## config.mk

```make
export PLATFORM = sky130hd
export DESIGN_NAME = serial_host_cmd
export DESIGN_NICKNAME = d
export VERILOG_FILES = /design/src/rtl/serial_host_cmd_pkg.sv /design/src/rtl/serial_host_cmd_host_uart.sv /design/src/rtl/serial_host_cmd.sv
export SDC_FILE = /design/constraint.sdc
export NUM_CORES = 1
export LEC_CHECK = 0
export ABC_AREA = 1
export CAP_MARGIN = 20
export CORE_MARGIN = 4
export CORE_UTILIZATION = 53
export CTS_BUF_LIST = sky130_fd_sc_hd__clkbuf_8
export DETAILED_ROUTE_END_ITERATION = 6
export HOLD_SLACK_MARGIN = 0.12
export MAX_ROUTING_LAYER = met4
export PLACE_DENSITY = 0.81
export SLEW_MARGIN = 0
export SYNTH_ARGS = -nofsm -noshare
export SYNTH_HDL_FRONTEND = slang
export SYNTH_SLANG_ARGS = --single-unit
```

## constraint.sdc

```tcl
create_clock -name clk -period 2.1 [get_ports clk]
set_input_delay 0.525 -clock clk [delete_from_list [all_inputs] [get_ports clk]]
set_output_delay 0.525 -clock clk [all_outputs]
set_load 0.005 [all_outputs]
```

## src/rtl/serial_host_cmd_pkg.sv

```systemverilog
`default_nettype none
// +----------------------------------------------------------------------+
// | serial_host_cmd_pkg: protocol constants, FSM states, bit timing      |
// | Revision: 1.0                                                        |
// +----------------------------------------------------------------------+
package serial_host_cmd_pkg;

  localparam logic [7:0] ACK_BYTE_DEFAULT = 8'hAC;
  localparam int         RW_BIT           = 7;
  localparam logic [2:0] RSVD_BITS        = 3'b000;

  typedef enum logic [2:0] {
    ST_IDLE      = 3'd0,
    ST_SEND_CMD  = 3'd1,
    ST_SEND_REG  = 3'd2,
    ST_SEND_DATA = 3'd3,
    ST_WAIT_RSP  = 3'd4,
    ST_DONE      = 3'd5
  } state_e;

  function automatic int bit_cycles(input int clk_frequency, input int baud);
    return clk_frequency / baud;
  endfunction

endpackage
`default_nettype wire

```

## src/rtl/serial_host_cmd_host_uart.sv

```systemverilog
`default_nettype none
// +----------------------------------------------------------------------+
// | host_uart: 8N1 byte transmitter and free-running byte receiver       |
// | Revision: 1.0                                                        |
// +----------------------------------------------------------------------+
module host_uart
  import serial_host_cmd_pkg::*;
#(
  parameter int CLK_FREQUENCY = 50_000_000,
  parameter int BAUD          = 115_200
) (
  input  logic       clk,
  input  logic       reset,
  input  logic       tx_start,
  input  logic [7:0] tx_data,
  output logic       tx_done,
  output logic       txd,
  input  logic       rxd,
  output logic       rx_active,
  output logic       rx_valid,
  output logic       rx_framing_err,
  output logic [7:0] rx_data
);

  localparam int BIT_CYCLES = bit_cycles(CLK_FREQUENCY, BAUD);
  localparam int CW         = (BIT_CYCLES > 2) ? $clog2(BIT_CYCLES) : 1;
  localparam logic [CW-1:0] CYC_LAST = CW'(BIT_CYCLES - 1);
  localparam logic [CW-1:0] CYC_HALF = CW'(BIT_CYCLES / 2 - 1);

  logic          tx_active_q, tx_active_d;
  logic [9:0]    tx_shift_q, tx_shift_d;
  logic [3:0]    tx_bit_q, tx_bit_d;
  logic [CW-1:0] tx_cyc_q, tx_cyc_d;

  logic          rx_s1_q, rx_s1_d, rx_s2_q, rx_s2_d, rx_prev_q, rx_prev_d;
  logic          rx_active_q, rx_active_d;
  logic [3:0]    rx_bit_q, rx_bit_d;
  logic [CW-1:0] rx_cyc_q, rx_cyc_d;
  logic [7:0]    rx_shift_q, rx_shift_d;
  logic [7:0]    rx_data_q, rx_data_d;
  logic          rx_valid_q, rx_valid_d, rx_ferr_q, rx_ferr_d;

  // A start request on the final stop-bit cycle reloads the shifter, so frames abut.
  always_comb begin
    tx_active_d = tx_active_q;
    tx_shift_d  = tx_shift_q;
    tx_bit_d    = tx_bit_q;
    tx_cyc_d    = tx_cyc_q;
    tx_done     = tx_active_q && (tx_bit_q == 4'd9) && (tx_cyc_q == CYC_LAST);
    if (tx_active_q) begin
      if (tx_cyc_q == CYC_LAST) begin
        tx_cyc_d   = '0;
        tx_bit_d   = tx_bit_q + 4'd1;
        tx_shift_d = {1'b1, tx_shift_q[9:1]};
        if (tx_done) tx_active_d = 1'b0;
      end else begin
        tx_cyc_d = tx_cyc_q + CW'(1);
      end
    end
    if (tx_start && (!tx_active_q || tx_done)) begin
      tx_active_d = 1'b1;
      tx_shift_d  = {1'b1, tx_data, 1'b0};
      tx_bit_d    = 4'd0;
      tx_cyc_d    = '0;
    end
  end

  assign txd = tx_active_q ? tx_shift_q[0] : 1'b1;

  // Bit index 0 is the start bit (checked at half a bit); 1..8 data; 9 stop.
  always_comb begin
    rx_s1_d     = rxd;
    rx_s2_d     = rx_s1_q;
    rx_prev_d   = rx_s2_q;
    rx_active_d = rx_active_q;
    rx_bit_d    = rx_bit_q;
    rx_cyc_d    = rx_cyc_q;
    rx_shift_d  = rx_shift_q;
    rx_data_d   = rx_data_q;
    rx_valid_d  = 1'b0;
    rx_ferr_d   = 1'b0;
    if (!rx_active_q) begin
      if (rx_prev_q && !rx_s2_q) begin
        rx_active_d = 1'b1;
        rx_bit_d    = 4'd0;
        rx_cyc_d    = '0;
      end
    end else if (rx_bit_q == 4'd0) begin
      if (rx_cyc_q == CYC_HALF) begin
        if (rx_s2_q) begin
          rx_active_d = 1'b0;
        end else begin
          rx_bit_d = 4'd1;
          rx_cyc_d = '0;
        end
      end else begin
        rx_cyc_d = rx_cyc_q + CW'(1);
      end
    end else if (rx_cyc_q == CYC_LAST) begin
      rx_cyc_d = '0;
      if (rx_bit_q == 4'd9) begin
        rx_active_d = 1'b0;
        if (rx_s2_q) begin
          rx_valid_d = 1'b1;
          rx_data_d  = rx_shift_q;
        end else begin
          rx_ferr_d = 1'b1;
        end
      end else begin
        rx_shift_d = {rx_s2_q, rx_shift_q[7:1]};
        rx_bit_d   = rx_bit_q + 4'd1;
      end
    end else begin
      rx_cyc_d = rx_cyc_q + CW'(1);
    end
  end

  always_ff @(posedge clk) begin
    if (reset) begin
      tx_active_q <= 1'b0;
      tx_shift_q  <= '1;
      tx_bit_q    <= '0;
      tx_cyc_q    <= '0;
      rx_s1_q     <= 1'b1;
      rx_s2_q     <= 1'b1;
      rx_prev_q   <= 1'b1;
      rx_active_q <= 1'b0;
      rx_bit_q    <= '0;
      rx_cyc_q    <= '0;
      rx_shift_q  <= '0;
      rx_data_q   <= '0;
      rx_valid_q  <= 1'b0;
      rx_ferr_q   <= 1'b0;
    end else begin
      tx_active_q <= tx_active_d;
      tx_shift_q  <= tx_shift_d;
      tx_bit_q    <= tx_bit_d;
      tx_cyc_q    <= tx_cyc_d;
      rx_s1_q     <= rx_s1_d;
      rx_s2_q     <= rx_s2_d;
      rx_prev_q   <= rx_prev_d;
      rx_active_q <= rx_active_d;
      rx_bit_q    <= rx_bit_d;
      rx_cyc_q    <= rx_cyc_d;
      rx_shift_q  <= rx_shift_d;
      rx_data_q   <= rx_data_d;
      rx_valid_q  <= rx_valid_d;
      rx_ferr_q   <= rx_ferr_d;
    end
  end

  assign rx_active      = rx_active_q;
  assign rx_valid       = rx_valid_q;
  assign rx_framing_err = rx_ferr_q;
  assign rx_data        = rx_data_q;

endmodule
`default_nettype wire

```

## src/rtl/serial_host_cmd.sv

```systemverilog
`default_nettype none
// +----------------------------------------------------------------------+
// | serial_host_cmd: register read/write initiator over an 8N1 link      |
// | Revision: 1.0                                                        |
// +----------------------------------------------------------------------+
module serial_host_cmd
  import serial_host_cmd_pkg::*;
#(
  parameter int         CLK_FREQUENCY     = 50_000_000,
  parameter int         BAUD              = 115_200,
  parameter int         DBUS_WIDTH        = 8,
  parameter int         PERIPH_ADDR_WIDTH = 4,
  parameter int         REG_ADDR_WIDTH    = 8,
  parameter int         TIMEOUT_BYTES     = 4,
  parameter logic [7:0] ACK_BYTE          = ACK_BYTE_DEFAULT
) (
  input  logic                         clk,
  input  logic                         reset,
  input  logic                         rxd,
  output logic                         txd,
  input  logic                         cmd_valid,
  output logic                         cmd_ready,
  input  logic                         cmd_rw,
  input  logic [PERIPH_ADDR_WIDTH-1:0] cmd_periph,
  input  logic [REG_ADDR_WIDTH-1:0]    cmd_reg,
  input  logic [DBUS_WIDTH-1:0]        cmd_wdata,
  output logic                         rsp_valid,
  output logic [DBUS_WIDTH-1:0]        rsp_rdata,
  output logic                         rsp_err,
  output logic                         busy
);

  localparam int TIMEOUT_CYCLES = TIMEOUT_BYTES * 10 * bit_cycles(CLK_FREQUENCY, BAUD);
  localparam int TW             = $clog2(TIMEOUT_CYCLES + 1);
  localparam logic [TW-1:0] TIMEOUT_LOAD = TW'(TIMEOUT_CYCLES);

  state_e                  state_q, state_d;
  logic                    rw_q, rw_d;
  logic [REG_ADDR_WIDTH-1:0] reg_q, reg_d;
  logic [DBUS_WIDTH-1:0]   wdata_q, wdata_d;
  logic [TW-1:0]           timer_q, timer_d;
  logic [DBUS_WIDTH-1:0]   rdata_q, rdata_d;
  logic                    err_q, err_d;

  logic       tx_start, tx_done, rx_active, rx_valid, rx_ferr;
  logic [7:0] tx_data, rx_data, byte0;

  host_uart #(
    .CLK_FREQUENCY(CLK_FREQUENCY),
    .BAUD         (BAUD)
  ) u_uart (
    .clk           (clk),
    .reset         (reset),
    .tx_start      (tx_start),
    .tx_data       (tx_data),
    .tx_done       (tx_done),
    .txd           (txd),
    .rxd           (rxd),
    .rx_active     (rx_active),
    .rx_valid      (rx_valid),
    .rx_framing_err(rx_ferr),
    .rx_data       (rx_data)
  );

  // Byte0 goes straight into the TX shifter at acceptance, so periph needs no holding register.
  always_comb begin
    byte0         = '0;
    byte0[RW_BIT] = cmd_rw;
    byte0[6:4]    = RSVD_BITS;
    byte0[3:0]    = cmd_periph;
  end

  always_comb begin
    state_d  = state_q;
    rw_d     = rw_q;
    reg_d    = reg_q;
    wdata_d  = wdata_q;
    timer_d  = timer_q;
    rdata_d  = rdata_q;
    err_d    = err_q;
    tx_start = 1'b0;
    tx_data  = byte0;
    case (state_q)
      ST_IDLE: begin
        if (cmd_valid) begin
          rw_d     = cmd_rw;
          reg_d    = cmd_reg;
          wdata_d  = cmd_wdata;
          tx_start = 1'b1;
          state_d  = ST_SEND_CMD;
        end
      end
      ST_SEND_CMD: begin
        if (tx_done) begin
          tx_start = 1'b1;
          tx_data  = reg_q;
          state_d  = ST_SEND_REG;
        end
      end
      ST_SEND_REG: begin
        if (tx_done) begin
          if (!rw_q) begin
            tx_start = 1'b1;
            tx_data  = wdata_q;
            state_d  = ST_SEND_DATA;
          end else begin
            timer_d = TIMEOUT_LOAD;
            state_d = ST_WAIT_RSP;
          end
        end
      end
      ST_SEND_DATA: begin
        if (tx_done) begin
          timer_d = TIMEOUT_LOAD;
          state_d = ST_WAIT_RSP;
        end
      end
      ST_WAIT_RSP: begin
        // A byte in flight holds off the timeout so a late reply still lands.
        if (rx_valid) begin
          state_d = ST_DONE;
          if (rw_q) begin
            rdata_d = rx_data;
            err_d   = 1'b0;
          end else begin
            err_d = (rx_data != ACK_BYTE);
          end
        end else if (rx_ferr) begin
          err_d   = 1'b1;
          state_d = ST_DONE;
        end else if (!rx_active) begin
          if (timer_q == TW'(1)) begin
            err_d   = 1'b1;
            state_d = ST_DONE;
          end else begin
            timer_d = timer_q - TW'(1);
          end
        end
      end
      ST_DONE: state_d = ST_IDLE;
      default: state_d = ST_IDLE;
    endcase
  end

  always_ff @(posedge clk) begin
    if (reset) begin
      state_q <= ST_IDLE;
      rw_q    <= 1'b0;
      reg_q   <= '0;
      wdata_q <= '0;
      timer_q <= '0;
      rdata_q <= '0;
      err_q   <= 1'b0;
    end else begin
      state_q <= state_d;
      rw_q    <= rw_d;
      reg_q   <= reg_d;
      wdata_q <= wdata_d;
      timer_q <= timer_d;
      rdata_q <= rdata_d;
      err_q   <= err_d;
    end
  end

  assign cmd_ready = (state_q == ST_IDLE);
  assign busy      = !cmd_ready;
  assign rsp_valid = (state_q == ST_DONE);
  assign rsp_err   = err_q;
  assign rsp_rdata = rdata_q;

endmodule
`default_nettype wire

```

# Word level (Yosys, flattened, before mapping)
# Cells that the tools add are included.
# word_totals
elab_cells	149
input_bits	25
ff_bits	102
out_inout_bits	13
# op_classes
bitwise	4
eq_ne	29
reduce_logical	28
addsub	5
muxes	62
# ops
cell	count
15-bit two-way mux	7
9-bit two-way mux	10
15-bit case mux with 3 select lines	1
4-bit two-way mux	7
3-bit two-way mux	9
8-bit two-way mux	3
1-bit two-way mux	22
9-bit by 1-bit adder with 9-bit output, second input constant	2
9-bit equality test, second input constant	2
2-bit inequality test, second input constant	9
8-bit case mux with 2 select lines	1
15-bit by 1-bit equality test with 1-bit output, second input constant	1
3-bit inequality test, second input constant	5
3-bit case mux with 5 select lines	1
15-bit by 1-bit subtractor with 15-bit output, second input constant	1
5-bit AND reduction	2
9-bit by 8-bit equality test with 1-bit output, second input constant	1
4-bit by 1-bit adder with 4-bit output, second input constant	2
4-bit equality test, second input constant	2
4-bit inequality test, second input constant	2
8-bit inequality test, second input constant	1
2-bit AND reduction	4
8-bit AND reduction	1
3-bit by 2-bit equality test with 1-bit output, second input constant	2
17 further kinds	30

# Depth between registers and ports, before layout
# Gate-level depths: netlist (run 1).
# logic_depth
word_depth	8
depth_mapped	15
depth_no_buf	14

# By module
# From an unflattened synthesis (run 1), not the netlist that was laid out.
# unflattened
hier_cells	746
area_unflattened_um2	5323.9
# modules_own_cells
module	area_each_um2	cells_each	instances	seq_area_each_um2
host_uart	2967.8	407	1	1161.1
serial_host_cmd	2356.0	339	1	880.8

# Least setup slack after synthesis (run 1)
# OpenSTA, ideal clock, no wires.
# synth_timing
path_type	register to register
from	register u_uart.rx_bit_q[0]
to	register u_uart.rx_cyc_q[2]
setup_time_ps	137
t_arrival_ps	1498
n_path_buf	0
synth_period_minus_slack_ps	1635
required_time_ps	1963
stages_incl_launch_ff	12
setup_slack_ps	465
path_cell_list	dfxtp_1 > inv_1 > ha_1 > inv_1 > nor2_1 > nand2_1 > inv_1 > nor2_1 > nand2_1 > nand2_1 > o21ai_0 > nor3b_1
# synth_via
elab_chain_len	3
word_cells_on_any_way	5
cone_classes	eq/ne: 1; mux: 2; reduce/logical: 2
# synth_lines
item	line_no	text
from (decl)	serial_host_cmd_host_uart.sv:37	logic [3:0] rx_bit_q, rx_bit_d;
from (signal assigned)	serial_host_cmd_host_uart.sv:143	rx_bit_q <= rx_bit_d;
4-bit zero test *	serial_host_cmd_host_uart.sv:88	end else if (rx_bit_q == 4'd0) begin
4-bit inequality test (no line) / 9-bit two-way mux (equally long branches)	n/a	
2-bit AND reduction (no line) / 9-bit two-way mux (equally long branches)	n/a	
to (signal assigned)	serial_host_cmd_host_uart.sv:144	rx_cyc_q <= rx_cyc_d;
to (decl)	serial_host_cmd_host_uart.sv:38	logic [CW-1:0] rx_cyc_q, rx_cyc_d;
# Every way passes the cells marked *; elsewhere a longest branch is shown, timed or not.
# A chain may end at the register's enable or synchronous reset.

# Final worst setup path (run 1)
# layout_timing
from	register state_q[0]
to	output port cmd_ready
# layout_via
elab_chain_len	1
# layout_lines
item	line_no	text
from (decl)	serial_host_cmd.sv:37	state_e state_q, state_d;
from (signal assigned)	serial_host_cmd.sv:155	state_q <= state_d;
3-bit zero test	serial_host_cmd.sv:165	assign cmd_ready = (state_q == ST_IDLE);
to (decl)	serial_host_cmd.sv:22	output logic cmd_ready,
# Every way passes these cells.

==> impl_metrics.xml, run 1 <==
<?xml version="1.0" encoding="UTF-8"?>
<metrics>
  <group name="run_status">
    <metric name="status" unit="">completed</metric>
  </group>
  <group name="drt">
    <metric name="postRouteAntennaNets" unit="">0</metric>
    <metric name="drt_first_iter_violations" unit="">285</metric>
    <metric name="wl_per_cell" unit="um">12.58</metric>
    <metric name="drt_pass1_iterations" unit="">5</metric>
    <metric name="routed_wirelength" unit="um">11420</metric>
    <metric name="avgViaCountPerCell" unit="">5.224</metric>
    <metric name="total_number_of_vias" unit="">4743</metric>
    <metric name="post-route-drc-count" unit="">0</metric>
  </group>
  <group name="power">
    <metric name="leakage_component_of_the_power" unit="uW">0.002457</metric>
    <metric name="power.density_cell_area" unit="mW/mm^2">778.9</metric>
    <metric name="vdd.ir_drop.worst" unit="mV">0.3587</metric>
  </group>
  <group name="timing">
    <metric name="worstMarginPinSlew" unit="ps">621.3</metric>
    <metric name="tns" unit="ps">0</metric>
    <metric name="setup_viol_count_final" unit="">0</metric>
    <metric name="grt_setup_unrepaired" unit="">no</metric>
    <metric name="post-route-min-period" unit="ps">1935</metric>
    <metric name="setup_ws" unit="ps">165.1</metric>
    <metric name="layout_worst_path_cycle_share" unit="%">92.14</metric>
    <metric name="fin_hold_ws" unit="ps">419.5</metric>
    <metric name="timing.fmax" unit="MHz">516.8</metric>
    <metric name="max_slew_violations" unit="">0</metric>
    <metric name="timing.max_slew.rel_slack" unit="%">58.46</metric>
    <metric name="timing.final.hold_violations" unit="">0</metric>
    <metric name="clock_skew" unit="ps">10.81</metric>
  </group>
  <group name="placed_design">
    <metric name="port_buffers" unit="">37</metric>
    <metric name="place_congestion" unit="">0.9181</metric>
    <metric name="detailedPlacementHpwl" unit="um">8194</metric>
    <metric name="pre_cts_ws" unit="ps">57.83</metric>
  </group>
  <group name="worst_setup_path">
    <metric name="worstPathRequired" unit="ps">1570</metric>
    <metric name="arrival" unit="ps">1410</metric>
    <metric name="regToRegSetupSlack" unit="ps">190</metric>
    <metric name="worst-r2r-cell-count" unit="">11</metric>
    <metric name="endpoint_kind" unit="">output port</metric>
    <metric name="crit_path_start_kind" unit="">flip-flop</metric>
    <metric name="endpoint_of_the_lowest_slack_register_to_register_path" unit="">u_uart.rx_shift_q[0]</metric>
    <metric name="crit_type" unit="">flip-flop to output port</metric>
    <metric name="worstSetupStartpoint" unit="">state_q[0]</metric>
    <metric name="worst_path_fanout_max" unit="">5</metric>
    <metric name="reg2reg_from" unit="">u_uart.rx_bit_q[1]</metric>
  </group>
  <group name="finish">
    <metric name="design.final.nets" unit="">812</metric>
    <metric name="fraction_of_final_layout_cells_with_drive_strength_greater_than_1" unit="%">8.729</metric>
    <metric name="n_antenna_cell" unit="">0</metric>
    <metric name="layout-area-overhead-vs-synth" unit="%">14.10</metric>
  </group>
  <group name="cts">
    <metric name="clkTransAtPathRegs" unit="ps">100</metric>
    <metric name="cts-buffers-inserted" unit="">9</metric>
    <metric name="clock_sink_count" unit="">102</metric>
    <metric name="cts_max_path_buffers" unit="">2</metric>
    <metric name="cts_tree" unit="">built</metric>
    <metric name="root_buffer" unit="">sky130_fd_sc_hd__clkbuf_8</metric>
    <metric name="clock_insertion_delay_worst_skew" unit="ps">360</metric>
    <metric name="htreeDepth" unit="">3</metric>
  </group>
  <group name="floorplanning">
    <metric name="die-area" unit="sq mm">0.01132</metric>
    <metric name="rows" unit="">35</metric>
    <metric name="fp.coreArea" unit="sq mm">0.009328</metric>
    <metric name="floorplan.die.width" unit="um">106.4</metric>
    <metric name="start_util" unit="%">55.00</metric>
    <metric name="die_h" unit="um">106.4</metric>
    <metric name="num_io_pins" unit="">38</metric>
  </group>
  <group name="job">
    <metric name="max_cap_viol" unit="">0</metric>
  </group>
  <group name="synth">
    <metric name="synth_seq_area_share" unit="%">39.80</metric>
    <metric name="synth-edff-count" unit="">0</metric>
    <metric name="async_reset_ff_share" unit="%">0</metric>
    <metric name="synthesis.instances" unit="">737</metric>
    <metric name="post_synthesis_sequential_element_count" unit="">102</metric>
    <metric name="synth-main-ff-cell" unit="">sky130_fd_sc_hd__dfxtp_1</metric>
    <metric name="syn-cell-area" unit="sq mm">0.005130</metric>
    <metric name="syn_nets" unit="">774</metric>
    <metric name="synth_warnings" unit="">0</metric>
    <metric name="synth.distinct_cells" unit="">41</metric>
    <metric name="syn-mean-instance-area" unit="sq um">6.961</metric>
  </group>
  <group name="global_route">
    <metric name="grt_use_total" unit="%">21.27</metric>
    <metric name="vias_in_the_first_global_route" unit="">4413</metric>
    <metric name="first_pass_grt_wire_length" unit="um">19490</metric>
    <metric name="grt_start_max_net_pins" unit="">56</metric>
    <metric name="grt_antenna_before_repair" unit="">0</metric>
    <metric name="globalRouteOverflowTotal" unit="">0</metric>
  </group>
  <group name="min_path">
    <metric name="worst_hold_path.num_cells" unit="">1</metric>
    <metric name="timing.hold.worst.start" unit="">u_uart.rx_s1_q</metric>
    <metric name="timing.hold.worst_endpoint" unit="">u_uart.rx_prev_d</metric>
    <metric name="worstHoldPathType" unit="">flip-flop to flip-flop</metric>
  </group>
</metrics>
==> layer usage <==
metal	global-route usage [%]	up-vias	share of wire (%)
met4	5.735	0	1.3
met5	-	-	0
met2	35.43	131	47
met1	26.29	2149	46
met3	4.432	16	5.0
li1	-	2447	-
==> cells in the mapped netlist, types with 6 or more instances <==
master                       n  share of area (%)
sky130_fd_sc_hd__dfxtp_1   102                 40
sky130_fd_sc_hd__inv_1      82                6.0
sky130_fd_sc_hd__nor2_1    110                8.0
sky130_fd_sc_hd__nand4_1    11                1.3
sky130_fd_sc_hd__a21oi_1    60                5.9
sky130_fd_sc_hd__xor2_1      9                1.5
sky130_fd_sc_hd__nor3b_1     7                1.0
sky130_fd_sc_hd__o21ai_0    55                5.4
sky130_fd_sc_hd__inv_2       6               0.44
sky130_fd_sc_hd__clkbuf_1   12               0.88
sky130_fd_sc_hd__ha_1       12                2.9
sky130_fd_sc_hd__nor3_1     14                1.4
sky130_fd_sc_hd__nand2_1   138                 10
sky130_fd_sc_hd__nand3_1    51                5.0
==> worst max path at each step <==
| stage | endpoint | slack (ps) | depth (start not counted) |
|---|---|---|---|
| 6_report | cmd_ready | 170 | 5 |
| 5_1_grt | u_uart.rx_bit_q[0] | 20 | 14 |
| 4_1_cts | busy | 6 | 5 |
| 3_5_place_dp | u_uart.tx_cyc_q[2] | 60 | 6 |
| 3_3_place_gp | u_uart.tx_shift_q[8] | 150 | 7 |
| 2_1_floorplan | u_uart.rx_cyc_q[2] | 460 | 11 |
==> power by group <==
part           total (uW)  leakage [uW]  internal [uW]  switching (uW)
Clock                1130     0.0000862            460             670
Sequential           2180      0.000832           2090            98.6
Combinational        1240       0.00154            472             772
Total                4560       0.00246           3020            1540
==> worst max-delay path, cell delays in order, from the launching register on <==
cell                            delay (ps)
sky130_fd_sc_hd__dfxtp_4               380
sky130_fd_sc_hd__nor2_4                140
sky130_fd_sc_hd__inv_4                  70
sky130_fd_sc_hd__nor2_4                130
sky130_fd_sc_hd__buf_4                 110
sky130_fd_sc_hd__dlygate4sd2_1         220
==> what timing repair did <==
item | in CTS | in global routing
resized for setup | 10 | 5
buffers inserted | 0 | 2
hold buffers | 0 | 0
pin swaps | 1 | 2
setup endpoints to repair | 3 | 24
==> cells in the final DEF (no fill, tap or decap), drive strengths merged, types with 5 or more instances in the layout <==
| master | instances |
|---|---|
| buf | 11 |
| nor2 | 118 |
| nor3b | 8 |
| nand3 | 54 |
| nand2 | 147 |
| xor2 | 9 |
| inv | 93 |
| nor3 | 14 |
| nand4 | 11 |
| o21ai | 56 |
| nor4 | 5 |
| clkdlybuf4s50 | 34 |
| o21bai | 5 |
| or2 | 6 |
| clkbuf | 10 |
| a21oi | 62 |
| dfxtp | 102 |
| ha | 12 |
==> metrics by stage <==
stage / instances / power, uW / instance area [sq um] / utilization, %
final: 908 / 4559 / 5853 / 62.75
after global routing: 908 / 4853 / 5853 / 62.75
after CTS: 906 / 4549 / 5827 / 62.47
after detailed placement: 891 / 3429 / 5634 / 60.40
after global placement: 891 / 3388 / 5634 / 60.40
after floorplan: 737 / 3146 / 5130 / -
==> final cells by class <==
type,instances,area [sq um]
clock buffer,10,137.6
clock inverter,5,36.28
fill,860,3475
inverter,94,365.4
multi-input combinational,520,2633
sequential,102,2054
tap,129,161.4
timing repair buffer,48,465.4
==> flip-flops by register name, summed over array words and instances (netlist names), 3 cells and up <==
name and count:
timer_q 15, u_uart.rx_cyc_q 9, u_uart.tx_cyc_q 9, u_uart.tx_shift_q 9, reg_q 8, rsp_rdata 8, u_uart.rx_data 8, u_uart.rx_shift_q 8
wdata_q 8, u_uart.rx_bit_q 4, u_uart.tx_bit_q 4, state_q 3
==> cell families (layout without fill, tap and decap cells) <==
kind of cell / Yosys count / in the layout / synth area share, %
fa+ha+maj: 12 / 12 / 2.927
xor+xnor: 12 / 12 / 2.049
buf+inv: 115 / 157 / 9.219
compound gates: 130 / 130 / 13.49
simple gates: 366 / 366 / 32.51
flops: 102 / 102 / 39.80
Power figures use the tool's default switching activity.
==> inputs of run 2 (changes only) <==
Settings changed: DONT_BUFFER_PORTS set to 1, PLACE_DENSITY 0.81 to 0.76.
==> run 2 against run 1 <==
- setup slack improved by 69 ps
- clock power increased by 11%
- clock skew increased by 2.2 ps
- cell count decreased by 4.3%
- clock-buffer cell count increased by 1
- critical endpoint is now timer_q[1]
- largest power group unchanged
==> impl_metrics.xml, run 2 (synthesis gave the netlist of run 1 again) <==
<?xml version="1.0" encoding="UTF-8"?>
<metrics>
  <group name="global_route">
    <metric name="grt_antenna_before_repair" unit="">0</metric>
    <metric name="grt_start_max_net_pins" unit="">53</metric>
    <metric name="vias_in_the_first_global_route" unit="">4199</metric>
    <metric name="grt_use_total" unit="%">20.31</metric>
    <metric name="first_pass_grt_wire_length" unit="um">18750</metric>
    <metric name="globalRouteOverflowTotal" unit="">0</metric>
  </group>
  <group name="drt">
    <metric name="wl_per_cell" unit="um">12.58</metric>
    <metric name="postRouteAntennaNets" unit="">0</metric>
    <metric name="routed_wirelength" unit="um">10930</metric>
    <metric name="post-route-drc-count" unit="">0</metric>
    <metric name="drt_pass1_iterations" unit="">4</metric>
    <metric name="total_number_of_vias" unit="">4597</metric>
    <metric name="avgViaCountPerCell" unit="">5.290</metric>
    <metric name="drt_first_iter_violations" unit="">269</metric>
  </group>
  <group name="timing">
    <metric name="worstMarginPinSlew" unit="ps">499.7</metric>
    <metric name="post-route-min-period" unit="ps">1865</metric>
    <metric name="layout_worst_path_cycle_share" unit="%">88.83</metric>
    <metric name="grt_setup_unrepaired" unit="">no</metric>
    <metric name="setup_ws" unit="ps">234.6</metric>
    <metric name="max_slew_violations" unit="">0</metric>
    <metric name="timing.max_slew.rel_slack" unit="%">66.43</metric>
    <metric name="tns" unit="ps">0</metric>
    <metric name="timing.final.hold_violations" unit="">0</metric>
    <metric name="clock_skew" unit="ps">12.98</metric>
    <metric name="setup_viol_count_final" unit="">0</metric>
    <metric name="timing.fmax" unit="MHz">536.1</metric>
  </group>
  <group name="min_path">
    <metric name="timing.hold.worst.start" unit="">reset</metric>
    <metric name="timing.hold.worst_endpoint" unit="">timer_q[8]</metric>
    <metric name="worst_hold_path.num_cells" unit="">1</metric>
    <metric name="worstHoldPathType" unit="">primary input to flip-flop</metric>
  </group>
  <group name="finish">
    <metric name="design.final.nets" unit="">772</metric>
    <metric name="mostFrequentLayoutCell" unit="">sky130_fd_sc_hd__nand2_1</metric>
    <metric name="register_area" unit="sq mm">0.002043</metric>
    <metric name="largest_register" unit="">timer_q</metric>
    <metric name="fraction_of_final_layout_cells_with_drive_strength_greater_than_1" unit="%">8.649</metric>
    <metric name="largest_reg_flops" unit="">15</metric>
    <metric name="n_antenna_cell" unit="">0</metric>
    <metric name="layout.cells.most_common_list" unit="">sky130_fd_sc_hd__nand2_1 (136), sky130_fd_sc_hd__nor2_1 (110), sky130_fd_sc_hd__dfxtp_1 (101)</metric>
    <metric name="layout-area-overhead-vs-synth" unit="%">6.805</metric>
    <metric name="multi_input_comb_area" unit="sq mm">0.002635</metric>
    <metric name="layout.filler_cells" unit="">866</metric>
  </group>
  <group name="floorplanning">
    <metric name="start_util" unit="%">55.00</metric>
    <metric name="die_h" unit="um">106.4</metric>
    <metric name="die-area" unit="sq mm">0.01132</metric>
    <metric name="rows" unit="">35</metric>
    <metric name="floorplan.die.width" unit="um">106.4</metric>
    <metric name="num_io_pins" unit="">38</metric>
    <metric name="fp.coreArea" unit="sq mm">0.009328</metric>
  </group>
  <group name="cts">
    <metric name="hold_buffers" unit="">0</metric>
    <metric name="clock_sink_count" unit="">102</metric>
    <metric name="clock_insertion_delay_worst_skew" unit="ps">360</metric>
    <metric name="root_buffer" unit="">sky130_fd_sc_hd__clkbuf_8</metric>
    <metric name="cts_tree" unit="">built</metric>
    <metric name="cts_post_setup_buffers_inserted" unit="">0</metric>
    <metric name="post_cts_resize_count" unit="">0</metric>
    <metric name="htreeDepth" unit="">3</metric>
    <metric name="cts-buffers-inserted" unit="">9</metric>
    <metric name="clkTransAtPathRegs" unit="ps">100</metric>
    <metric name="cts_max_path_buffers" unit="">2</metric>
  </group>
  <group name="worst_setup_path">
    <metric name="worst_path_fanout_max" unit="">15</metric>
    <metric name="endpoint_of_the_lowest_slack_register_to_register_path" unit="">timer_q[1]</metric>
    <metric name="arrival" unit="ps">2120</metric>
    <metric name="reg2reg_from" unit="">u_uart.tx_bit_q[0]</metric>
    <metric name="regToRegSetupSlack" unit="ps">230</metric>
    <metric name="endpoint_kind" unit="">flip-flop</metric>
    <metric name="worstPathRequired" unit="ps">2360</metric>
    <metric name="crit_path_start_kind" unit="">flip-flop</metric>
    <metric name="worst-r2r-cell-count" unit="">10</metric>
    <metric name="crit_type" unit="">flip-flop to flip-flop</metric>
  </group>
  <group name="placed_design">
    <metric name="place_congestion" unit="">0.9025</metric>
    <metric name="detailedPlacementHpwl" unit="um">7960</metric>
    <metric name="port_buffers" unit="">0</metric>
    <metric name="pre_cts_ws" unit="ps">139.4</metric>
  </group>
  <group name="job">
    <metric name="max_cap_viol" unit="">0</metric>
  </group>
  <group name="power">
    <metric name="leakage_component_of_the_power" unit="uW">0.002314</metric>
    <metric name="power.density_cell_area" unit="mW/mm^2">835.0</metric>
    <metric name="vdd.ir_drop.worst" unit="mV">0.4921</metric>
  </group>
  <group name="run_status">
    <metric name="status" unit="">completed</metric>
  </group>
</metrics>
## run 2: routing by layer
metal  vias up  share of wire [%]  global-route usage, %  wire length (um)
li1       2365                  -                      -                 -
met3        13                4.3                  4.311               472
met2        91                 51                  35.52              5545
met5         -                  0                      -                 0
met4         0                1.1                  4.903               116
met1      2128                 44                  23.86              4796
## run 2: power by group
part / total, uW / internal, uW / switching, uW
Sequential: 2170 / 2080 / 90.4
Clock: 1250 / 609 / 643
Combinational: 1150 / 392 / 760
## run 2: worst max-delay path by stage
stage,cells past startpoint,end,from
3_3_place_gp,11,u_uart.rx_cyc_q[4],u_uart.rx_bit_q[0]
4_1_cts,11,u_uart.rx_cyc_q[2],u_uart.rx_bit_q[1]
3_5_place_dp,11,u_uart.rx_cyc_q[2],u_uart.rx_bit_q[0]
5_1_grt,14,u_uart.rx_bit_q[0],u_uart.rx_bit_q[1]
2_1_floorplan,11,u_uart.rx_cyc_q[2],u_uart.rx_bit_q[0]
6_report,10,timer_q[1],u_uart.tx_bit_q[0]
## run 2: area by class of cell
cell class              count  share of cell area (%)
clock buffers              11                   2.763
inverters                  94                   6.668
repair buffers              8                   1.325
multi-input cells         520                   48.09
flip-flops and latches    102                   37.29
clock inverters             5                  0.9135
well taps                 129                   2.946
## run 2: critical path, cell delays in order (launching register included)
cell                      delay (ps)
sky130_fd_sc_hd__dfxtp_1         410
sky130_fd_sc_hd__ha_1            170
sky130_fd_sc_hd__nand2_1          80
sky130_fd_sc_hd__nor2_4          150
sky130_fd_sc_hd__nand3_2         200
sky130_fd_sc_hd__nand2_1         190
sky130_fd_sc_hd__nand2_4         100
sky130_fd_sc_hd__inv_6           100
sky130_fd_sc_hd__nand2_4         120
sky130_fd_sc_hd__o21ai_0         170
sky130_fd_sc_hd__nor2_1           60
## run 2: through the flow
step / area (sq um) / total power (uW) / hold WS (ps) / util, % / cells
final: 5479 / 4575 / 220.8 / 58.74 / 869
after global routing: 5479 / 4842 / 195.8 / 58.74 / 869
after CTS: 5458 / 4594 / 203.5 / 58.51 / 869
after detailed placement: 5256 / 3340 / 396.8 / 56.35 / 853
after global placement: 5256 / 3302 / 400.2 / 56.35 / 853
after floorplan: 5130 / 3146 / 389.5 / - / 737
==> inputs of run 3 (changes only) <==
Settings changed: MAX_ROUTING_LAYER met4 to not set.
==> run 3 against run 2 <==
- hold slack got worse by 3.5 ps
- non-clock buffer count stayed put
- critical path depth is the same
- sequential power is essentially flat
- register-to-register slack is essentially flat
- maximum frequency is essentially flat
- global-route usage shrank 0.55 points
- cell area unchanged
- sequential share of layout area unchanged
- cell count unchanged
- setup slack better by 1.3 ps
- power hardly changed
- critical endpoint unchanged
==> impl_metrics.xml, run 3 (synthesis gave the netlist of run 1 again) <==
<?xml version="1.0" encoding="UTF-8"?>
<metrics>
  <group name="worst_setup_path">
    <metric name="cp_slowest_stage_delay" unit="ps">410</metric>
    <metric name="slowest_stage" unit="">sky130_fd_sc_hd__dfxtp_1</metric>
    <metric name="worst-r2r-cell-count" unit="">10</metric>
    <metric name="regToRegSetupSlack" unit="ps">240</metric>
    <metric name="crit_path_start_kind" unit="">flip-flop</metric>
    <metric name="reg2reg_from" unit="">u_uart.tx_bit_q[0]</metric>
    <metric name="crit_chain" unit="">ha_1 &gt; nand2_1 &gt; nor2_4 &gt; nand3_2 &gt; nand2_1 &gt; nand2_4 &gt; inv_6 &gt; nand2_4 &gt; o21ai_0 &gt; nor2_1</metric>
    <metric name="arrival" unit="ps">2120</metric>
    <metric name="worst_path_fanout_max" unit="">15</metric>
    <metric name="crit_type" unit="">flip-flop to flip-flop</metric>
    <metric name="endpoint_kind" unit="">flip-flop</metric>
    <metric name="endpoint_of_the_lowest_slack_register_to_register_path" unit="">timer_q[1]</metric>
    <metric name="worstPathRequired" unit="ps">2360</metric>
  </group>
  <group name="finish">
    <metric name="design.final.nets" unit="">772</metric>
    <metric name="mostFrequentLayoutCell" unit="">sky130_fd_sc_hd__nand2_1</metric>
    <metric name="layout.cells.non_filler" unit="">869</metric>
    <metric name="layout-area-overhead-vs-synth" unit="%">6.805</metric>
    <metric name="layout.filler_cells" unit="">866</metric>
    <metric name="n_antenna_cell" unit="">0</metric>
    <metric name="layout.cells.most_common_list" unit="">sky130_fd_sc_hd__nand2_1 (136), sky130_fd_sc_hd__nor2_1 (110), sky130_fd_sc_hd__dfxtp_1 (101)</metric>
    <metric name="fraction_of_final_layout_cells_with_drive_strength_greater_than_1" unit="%">8.649</metric>
    <metric name="finish.utilization" unit="%">58.74</metric>
    <metric name="final_cell_area" unit="sq mm">0.005479</metric>
    <metric name="largest_reg_flops" unit="">15</metric>
    <metric name="largest_register" unit="">timer_q</metric>
  </group>
  <group name="drt">
    <metric name="wl_per_cell" unit="um">12.54</metric>
    <metric name="postRouteAntennaNets" unit="">0</metric>
    <metric name="drt_pass1_iterations" unit="">5</metric>
    <metric name="post-route-drc-count" unit="">0</metric>
    <metric name="avgViaCountPerCell" unit="">5.281</metric>
    <metric name="wl_met3" unit="um">545</metric>
    <metric name="drt_first_iter_violations" unit="">255</metric>
    <metric name="highest_layer" unit="">met4</metric>
    <metric name="dr_wl_met2" unit="um">5489</metric>
    <metric name="total_number_of_vias" unit="">4589</metric>
    <metric name="routed_wirelength" unit="um">10900</metric>
    <metric name="wl_met1" unit="um">4763</metric>
  </group>
  <group name="timing">
    <metric name="tns" unit="ps">0</metric>
    <metric name="setup_viol_count_final" unit="">0</metric>
    <metric name="post-route-min-period" unit="ps">1864</metric>
    <metric name="timing.max_slew.rel_slack" unit="%">66.92</metric>
    <metric name="clock_skew" unit="ps">10.26</metric>
    <metric name="grt_setup_unrepaired" unit="">no</metric>
    <metric name="timing.fmax" unit="MHz">536.5</metric>
    <metric name="worstMarginPinSlew" unit="ps">492.4</metric>
    <metric name="fin_hold_ws" unit="ps">217.2</metric>
    <metric name="timing.final.hold_violations" unit="">0</metric>
    <metric name="max_slew_violations" unit="">0</metric>
    <metric name="layout_worst_path_cycle_share" unit="%">88.77</metric>
  </group>
  <group name="floorplanning">
    <metric name="num_io_pins" unit="">38</metric>
    <metric name="die-area" unit="sq mm">0.01132</metric>
    <metric name="fp.coreArea" unit="sq mm">0.009328</metric>
    <metric name="floorplan.die.width" unit="um">106.4</metric>
    <metric name="die_h" unit="um">106.4</metric>
    <metric name="start_util" unit="%">55.00</metric>
    <metric name="rows" unit="">35</metric>
  </group>
  <group name="job">
    <metric name="max_cap_viol" unit="">0</metric>
  </group>
  <group name="global_route">
    <metric name="grt_use_total" unit="%">19.76</metric>
    <metric name="grt_start_max_net_pins" unit="">53</metric>
    <metric name="first_pass_grt_wire_length" unit="um">18750</metric>
    <metric name="grt_antenna_before_repair" unit="">0</metric>
    <metric name="globalRouteOverflowTotal" unit="">0</metric>
    <metric name="vias_in_the_first_global_route" unit="">4194</metric>
  </group>
  <group name="power">
    <metric name="vdd.ir_drop.worst" unit="mV">0.4921</metric>
    <metric name="power.density_cell_area" unit="mW/mm^2">835.4</metric>
    <metric name="leakage_component_of_the_power" unit="uW">0.002314</metric>
  </group>
  <group name="cts">
    <metric name="clock_sink_count" unit="">102</metric>
    <metric name="cts_tree" unit="">built</metric>
    <metric name="cts_max_path_buffers" unit="">2</metric>
    <metric name="cts-buffers-inserted" unit="">9</metric>
    <metric name="htreeDepth" unit="">3</metric>
    <metric name="clkTransAtPathRegs" unit="ps">100</metric>
    <metric name="root_buffer" unit="">sky130_fd_sc_hd__clkbuf_8</metric>
    <metric name="hold_buffers" unit="">0</metric>
    <metric name="clock_insertion_delay_worst_skew" unit="ps">360</metric>
  </group>
  <group name="placed_design">
    <metric name="dp_cells" unit="">853</metric>
    <metric name="detailedPlacementHpwl" unit="um">7960</metric>
    <metric name="place_congestion" unit="">0.8877</metric>
    <metric name="port_buffers" unit="">0</metric>
    <metric name="placed_cell_area" unit="sq mm">0.005256</metric>
  </group>
  <group name="min_path">
    <metric name="timing.hold.worst.start" unit="">reset</metric>
    <metric name="timing.hold.worst_endpoint" unit="">timer_q[8]</metric>
    <metric name="worstHoldPathType" unit="">primary input to flip-flop</metric>
    <metric name="worst_hold_path.num_cells" unit="">1</metric>
  </group>
  <group name="run_status">
    <metric name="status" unit="">completed</metric>
  </group>
</metrics>
## run 3: cell counts in the layout (fill, tap and decap cells not counted)
No cell type changed its count.
## run 3: worst max-delay path by stage
stage,start,endpoint,slack [ps],cells past startpoint
floorplan,u_uart.rx_bit_q[0],u_uart.rx_cyc_q[2],460,11
global placement,u_uart.rx_bit_q[0],u_uart.rx_cyc_q[4],190,11
detailed placement,u_uart.rx_bit_q[0],u_uart.rx_cyc_q[2],140,11
CTS,u_uart.rx_bit_q[1],u_uart.rx_cyc_q[2],130,11
global route,u_uart.rx_bit_q[1],u_uart.rx_cyc_q[2],30,12
finish,u_uart.tx_bit_q[0],timer_q[1],240,10
## run 3: metrics by stage
| stage | power, uW | worst slack, ps |
|---|---|---|
| after global routing | 4842 | 34.40 |
| after floorplan | 3146 | 465.0 |
| after global placement | 3302 | 192.9 |
| after detailed placement | 3340 | 139.4 |
| final | 4577 | 235.9 |
| after CTS | 4594 | 132.7 |
## run 3: layout make-up
class                   count  area [sq um]  share of cell area, %
repair buffers              8         72.57                  1.325
flip-flops and latches    102          2043                  37.29
well taps                 129         161.4                  2.946
inverters                  94         365.4                  6.668
multi-input cells         520          2635                  48.09
clock inverters             5         50.05                 0.9135
clock buffers              11         151.4                  2.763
## run 3: worst max-delay path, delay by kind of cell (launching register included)
kind	cells	cell delay, ps
flops	1	410
compound gates	1	170
buf+inv	1	100
simple gates	7	900
fa+ha+maj	1	170
## run 3: metal layers
| layer | GRT usage [%] | vias up |
|---|---|---|
| met4 | 4.903 | 0 |
| met5 | 0 | - |
| met3 | 4.311 | 11 |
| li1 | - | 2364 |
| met1 | 23.86 | 2111 |
| met2 | 35.52 | 103 |
## run 3: what timing repair did
action,4_1_cts,5_1_grt
setup buffers,0,0
endpoints found under the setup margin,0,20
resized for setup,0,8
## run 3: power by group
part           switching [uW]  leakage [uW]  internal (uW)
Sequential               90.1      0.000830           2080
Clock                     646      0.000114            609
Combinational             759       0.00137            392
Total                    1500       0.00231           3080
